--- src/rtl/uart_msg_checker_sat_counter.sv ---
// Saturating up-counter with synchronous clear; clear has priority over increment.
module sat_counter #(
  parameter int W = 16
) (
  input  logic         clk,
  input  logic         rstn,
  input  logic         clr,
  input  logic         inc,
  output logic [W-1:0] q
);

  localparam logic [W-1:0] Q_MAX = '1;

  // NOTE: sequential state uses non-blocking (<=) so every flop samples pre-edge values.
  always_ff @(posedge clk or negedge rstn) begin
    if (!rstn) begin
      q <= '0;
    end else if (clr) begin
      q <= '0;
    end else if (inc && q != Q_MAX) begin
      q <= q + 1'b1;
    end
  end

endmodule

--- config.mk ---
export PLATFORM = sky130hd
export DESIGN_NAME = sat_counter
export DESIGN_NICKNAME = d
export VERILOG_FILES = /design/src/rtl/uart_msg_checker_sat_counter.sv
export SDC_FILE = /design/constraint.sdc
export NUM_CORES = 1
export LEC_CHECK = 0
export CAP_MARGIN = 20
export CORE_UTILIZATION = 65
export DETAILED_ROUTE_END_ITERATION = 10
export DONT_BUFFER_PORTS = 1
export GPL_ROUTABILITY_DRIVEN = 1
export PLACE_DENSITY = 0.92
export SETUP_SLACK_MARGIN = 0.2
export SYNTH_ARGS = -nofsm -noshare
export SYNTH_HDL_FRONTEND = slang
export SYNTH_SLANG_ARGS = --single-unit
--- constraint.sdc ---
create_clock -name clk -period 4.4 [get_ports clk]
set_clock_uncertainty 0.15 [all_clocks]
set_input_delay 0.66 -clock clk [delete_from_list [all_inputs] [get_ports clk]]
set_output_delay 0.66 -clock clk [all_outputs]
set_load 0.005 [all_outputs]
==> summary.txt, run 1 <==
STA
  • Final max-slew violation count: 0
  • Final period utilization: 0.533
  • Worst slew pin tran: 0.816 ns
  • Setup_tns: 0 ns
  • Fin worst setup slack: 2.05 ns
  • # setup viols final: 0
  • Final hold vios: 0
  • Fmax: 426 MHz
  • Minimum clock period: 2.35 ns
  • RSZ-0062 raised after global routing: no
  • Rel. slew slack: 0.452

Global routing
  • First-pass GRT wire length: between 2 and 3 mm
  • Vias in the first global route: 679
  • Total congestion overflow: 0
  • Total track usage: 0.268
  • Pin count of the biggest net entering global routing: 23
  • Initial antenna violation count: 0

Cells and area
  • Filler instances: between 90 and 100
  • Diodes inserted: 0
  • Commonest non-fill, non-tap cells in the layout: dfrtp_1, a21oi_1, o31ai_1
  • Area delta synth->final: 2.66%
  • Share of layout cells above drive strength 1: 0.124
  • # nets final: 104
  • Most common cell after layout, fill and taps aside: dfrtp_1
  • Top reg by flops: q
  • Multi-input gate area: ~500 sq um
  • Max FFs per register: 16
  • Biggest regs: q x16
  • Reg area: between 400 and 500 sq um

Yosys
  • Yosys top cell area share: 0.425
  • Post-synth design cell area: ~940 sq um
  • Post-synth cell types: 28
  • Synth Register Bits: 16
  • Syn_nets: about 100
  • Sequential fraction of the synthesis area: 0.425
  • Leading area contributor after synthesis: dfrtp_1
  • Synth area leaders: dfrtp_1, a21oi_1, o31ai_1
  • Mapped Cells: a little under 100
  • Yosys warns: 0
  • Post-synthesis average cell area: about 9.6 sq um

Floorplan
  • Die W: between 40 and 50 microns
  • Floorplan row count: 13
  • Die area: about 1600 sq um
  • Initial Util: 0.715
  • Ports: 20
  • Core Box Area: ~1300 sq um
  • Die Y: between 40 and 50 microns

Detailed routing
  • Via/cell ratio: approximately 7
  • Post-route ant nets: 0
  • Post-detailed-routing wire length: 1.85 mm
  • Vias: 805
  • Detailed Route Iter0 Violations: 18
  • DRT Pass-1 Iters: 4
  • DRC Markers: 0
  • WL/cell: 16.5 microns

Clock tree
  • CTS root buffer: clkbuf_4
  • Setup Buffers After CTS: 0
  • CTS Buffer Depth: 2
  • Clock Pin Slew Worst Setup and Hold Paths: 0.09 ns
  • H-Tree Depth: 1
  • Worst-skew pair later-pin latency: about 0.28 ns
  • Inserted Clock Buffers: 3
  • CTS tree: yes
  • Clk sinks: 16

Place
  • RD Place Congestion: between 0.7 and 0.8
  • Port bufs: 0
  • Pre-CTS WS: between 2 and 2.5 ns
  • Detailed-placement wirelength estimate: 1.30 mm

Pwr
  • Leakage power: ~0.39 nW
  • Switching part of the total: 0.217
  • Psw: about 0.000051 W
  • Clock network power share: 0.313
  • Peak supply drop: around 0.15 mV
  • P_int: between 0.00015 and 0.0002 W
  • Power Dens Cells: between 200 and 250 nW/um^2
  • Logic pwr share: 0.044
  • Sequential Power Share: 0.643

Worst setup path
  • Slowest CP cell: nor4_4
  • CP max stage delay: between 0.7 and 0.8 ns
  • Worst Setup Start Kind: flop
  • CP required: ~4.4 ns
  • Buffer and inverter count on the worst path: 0
  • Cell family with most CP delay: simple AND/OR/NAND/NOR gates
  • R2r worst-path depth: 5
  • Worst-path fanout max: 19
  • CP Depth: 5
  • Crit. Startpoint: q[0]
  • CP arrival: around 2.4 ns
  • Crit. End Element: flop
  • Reg2reg start: q[0]
  • CP Cell Sequence: ha_1, nand4_2, nor4_4, nor4_1, mux2_1
  • Reg2Reg Setup Slack: 2.05 ns
  • Setup CP Type: flop to flop

Min path
  • Hold crit path type: input port to flop
  • Worst Hold Path Cells: 1
  • Min-Delay Startpoint: clr

Run status
  • Status: completed

Run
  • Max-cap viol count: 0
cell families (layout without fill, tap and decap cells):
logic type               count (synthesis)  count (layout)  share of synthesized area
AO/OA/AOI/OAI                           24              24                      0.162
adder cells (fa/ha/maj)                  1               1                     0.0133
buffers and inverters                    8               7                     0.0398
flip-flops                              16              16                      0.425
multiplexers                             4               4                     0.0478
AND/OR/NAND/NOR                         45              45                      0.312
worst paths after layout:
| check | end |
|---|---|
| worst min-delay path | q[4] |
| worst min register to register | q[14] |
| max in group asynchronous | q[7] |
| worst max-delay path | q[15] |
| min in group asynchronous | q[14] |
| worst max register to register | q[15] |
Yosys cell counts:
library cell,count
a211oi_2,1
a21oi_1,11
and3_1,2
and4_2,2
buf_6,1
clkbuf_1,4
dfrtp_1,16
ha_1,1
inv_1,3
mux2_1,4
nand2_1,6
nand3_1,3
nand3b_1,1
nand4_1,6
nand4_2,1
nor2_1,4
nor2b_1,4
nor3_1,1
nor4_1,4
nor4_4,1
o211ai_2,1
o21ai_0,1
o21ai_1,3
o31ai_1,7
or3_1,2
or3_2,1
or4_1,5
or4_2,2
power groups by stage:
stage               Clock [W]  Combinational (W)  Sequential (W)
floorplan                   0         0.00000830        0.000153
global placement            0         0.00000649        0.000153
detailed placement          0         0.00000687        0.000153
CTS                 0.0000756          0.0000104        0.000150
global route        0.0000810          0.0000122        0.000150
finish              0.0000732          0.0000102        0.000150
metal layers:
metal / track usage / wire (microns) / up-vias
met5: 0 / 0 / -
met4: 0.121 / 12 / 0
met3: 0.0500 / 120 / 2
met2: 0.411 / 921 / 32
met1: 0.362 / 791 / 390
li1: - / - / 381
cell type report:
type | instances | area share
multi-input combinational | 74 | 0.521
sequential | 16 | 0.414
tap | 15 | 0.0194
inverter | 3 | 0.0116
clock buffer | 3 | 0.0233
timing repair buffer | 1 | 0.0103
per-stage QoR:
step | power (W) | area [sq um] | cells | util | hold WS [ns]
6_report | 0.000234 | 967 | 112 | 0.734 | 0.279
5_1_grt | 0.000244 | 967 | 112 | 0.734 | 0.259
4_1_cts | 0.000236 | 967 | 112 | 0.734 | 0.272
3_5_place_dp | 0.000160 | 935 | 108 | 0.709 | 0.215
3_3_place_gp | 0.000160 | 935 | 108 | 0.709 | 0.215
2_1_floorplan | 0.000161 | 942 | 98 | - | 0.214
what timing repair did:
action,CTS,global route
gates resized for setup,0,0
hold buffers,1,0
hold endpoints to repair,16,0
(Power assumes the default switching activity.)
==> run 2: changes to the inputs <==
--- a/config.mk
+++ b/config.mk
@@ -6,11 +6,11 @@
 export NUM_CORES = 1
 export LEC_CHECK = 0
 export CAP_MARGIN = 20
-export CORE_UTILIZATION = 65
+export CORE_UTILIZATION = 60
 export DETAILED_ROUTE_END_ITERATION = 10
 export DONT_BUFFER_PORTS = 1
 export GPL_ROUTABILITY_DRIVEN = 1
-export PLACE_DENSITY = 0.92
+export PLACE_DENSITY = 0.87
 export SETUP_SLACK_MARGIN = 0.2
 export SYNTH_ARGS = -nofsm -noshare
 export SYNTH_HDL_FRONTEND = slang
==> constraint.sdc (replaced) <==
create_clock -name clk -period 2.4 [get_ports clk]
set_clock_uncertainty 0.15 [all_clocks]
set_input_delay 0.36 -clock clk [delete_from_list [all_inputs] [get_ports clk]]
set_output_delay 0.36 -clock clk [all_outputs]
set_load 0.005 [all_outputs]
==> run 2 against run 1 <==
Effect of this change: via count grew 2.0%; die area grew 7.9%; cell area grew 4.1%; global-route usage shrank 4.2 points; total power grew 90%; maximum frequency grew 8.6%; routed wire length grew 7.3%; clock-buffer cell count is the same; register-to-register slack lost 1.8 ns; clock power grew 95%; utilization shrank 0.56 points; sequential share of layout area shrank 1.5 points; critical endpoint is now q[3]; largest cell class unchanged.
==> summary.txt, run 2 (synthesized netlist as in run 1, its figures left out) <==
Run status
  • Status: completed

STA
  • Minimum clock period: 2.16 ns
  • Setup_tns: 0 ns
  • RSZ-0062 raised after global routing: no
  • # setup viols final: 0
  • Fmax: roughly 460 MHz
  • Hold slack: 0.0915 ns
  • Final period utilization: 0.900
  • Final max-slew violation count: 0
  • Worst slew pin tran: between 0.6 and 0.7 ns
  • Rel. slew slack: 0.539
  • Final hold vios: 0

Floorplan
  • Ports: 20
  • Die W: between 40 and 50 microns
  • Core Box Area: 1380 sq um
  • Die Y: approximately 42 microns
  • Die area: roughly 1700 sq um
  • Initial Util: 0.681
  • Floorplan row count: 13

Worst setup path
  • CP required: between 2 and 2.5 ns
  • Cell family with most CP delay: simple AND/OR/NAND/NOR gates
  • Worst Setup Start Kind: flop
  • Setup CP Type: flop to flop
  • Worst-path fanout max: 11
  • CP dominant cell by count: buf_4
  • Crit. End Element: flop
  • CP Cell Sequence: ha_2, nand4_2, nor4_4, buf_4, buf_4, or4_2, a21oi_2
  • Slowest CP cell: or4_2
  • CP arrival: 2.23 ns
  • CP max stage delay: between 0.6 and 0.7 ns
  • Buffer and inverter count on the worst path: 2

Cells and area
  • Area delta synth->final: 6.91%
  • Multi-input gate area: between 500 and 600 sq um
  • # nets final: ~110
  • Reg area: ~400 sq um
  • Share of layout cells above drive strength 1: 0.178
  • Fin cells: about 120
  • Design Area, Final: 1010 sq um
  • Biggest regs: q x16
  • Most common cell after layout, fill and taps aside: dfrtp_1
  • Max FFs per register: 16
  • Commonest non-fill, non-tap cells in the layout: dfrtp_1, a21oi_1, o31ai_1
  • Diodes inserted: 0
  • Top reg by flops: q
  • Filler instances: around 110

Detailed routing
  • Post-route ant nets: 0
  • Vias: between 800 and 900
  • DRT Pass-1 Iters: 5
  • Via/cell ratio: around 7
  • Detailed Route Iter0 Violations: 39
  • Post-detailed-routing wire length: 1.98 mm
  • WL/cell: 17.1 microns
  • DRC Markers: 0

Run
  • Max-cap viol count: 0

Place
  • Port bufs: 0
  • Cells after DPL: between 100 and 150
  • DP Area: roughly 940 sq um
  • Detailed-placement wirelength estimate: 1.32 mm
  • RD Place Congestion: 0.777

Clock tree
  • Worst-skew pair later-pin latency: about 0.29 ns
  • Clk sinks: 16
  • CTS Buffer Depth: 2
  • CTS root buffer: clkbuf_4
  • CTS tree: yes
  • Clock Pin Slew Worst Setup and Hold Paths: 0.09 ns
  • Inserted Clock Buffers: 3
  • H-Tree Depth: 1

Global routing
  • Initial antenna violation count: 0
  • Pin count of the biggest net entering global routing: 23
  • First-pass GRT wire length: roughly 3 mm
  • Vias in the first global route: ~650
  • Total track usage: 0.226
  • Total congestion overflow: 0

Pwr
  • Sequential Power Share: 0.624
  • Peak supply drop: just under 0.3 mV
  • P_int: between 0.0003 and 0.0004 W
  • Switching part of the total: 0.239
  • Logic pwr share: 0.054
  • Post-layout power: between 0.0004 and 0.0005 W
  • Clock network power share: 0.322
  • Power Dens Cells: 440 nW/um^2
  • Psw: between 0.0001 and 0.00015 W
  • Leakage power: 0.406 nW

Min path
  • Hold crit path type: input port to flop
[run 2: cell count changes in the layout (fill, tap and decap cells not counted)]
cell	previous run	this run
a21oi_1	11	10
a21oi_2	0	1
buf_4	0	3
dfrtp_1	16	15
dfrtp_2	0	1
dlygate4sd3_1	1	2
ha_1	1	0
ha_2	0	1
[run 2: what timing repair did]
action / 4_1_cts / 5_1_grt
setup buffers: 0 / 2
resized for setup: 0 / 3
hold buffers: 2 / 0
endpoints found under the hold margin: 28 / 0
setup endpoints to repair: 0 / 8
[run 2: per-stage QoR]
stage,worst slack (ns),utilization
2_1_floorplan,0.495,-
3_3_place_gp,0.291,0.681
3_5_place_dp,0.238,0.681
4_1_cts,0.223,0.712
5_1_grt,0.157,0.729
6_report,0.240,0.729
[run 2: layer usage]
metal / GRT usage / wire length (microns)
met4: 0.0774 / 17
met5: 0 / 0
met2: 0.325 / 939
met1: 0.330 / 926
met3: 0.0565 / 97
[run 2: worst paths after layout]
kind / start / to / slack (ns) / cells after the start
max in group asynchronous: rstn / q[0] / 1.22 / 1
worst max-delay path: q[0] / q[3] / 0.24 / 7
worst min-delay path: inc / q[1] / 0.09 / 2
min in group asynchronous: rstn / q[15] / 0.39 / 1
worst max register to register: q[0] / q[3] / 0.24 / 7
worst min register to register: q[14] / q[14] / 0.48 / 2
[run 2: cell type report]
class	instances	area share
Multi-Input combinational cell	74	0.507
Inverter	3	0.0112
Sequential cell	16	0.399
Timing Repair Buffer	5	0.0422
Clock buffer	3	0.0224
Tap cell	15	0.0186
[run 2: power by group through the flow]
stage,registers (W),logic [W],clock network (W)
5_1_grt,0.000277,0.0000267,0.000150
6_report,0.000277,0.0000240,0.000143
3_5_place_dp,0.000281,0.0000129,0
3_3_place_gp,0.000281,0.0000122,0
4_1_cts,0.000276,0.0000236,0.000141
2_1_floorplan,0.000280,0.0000152,0
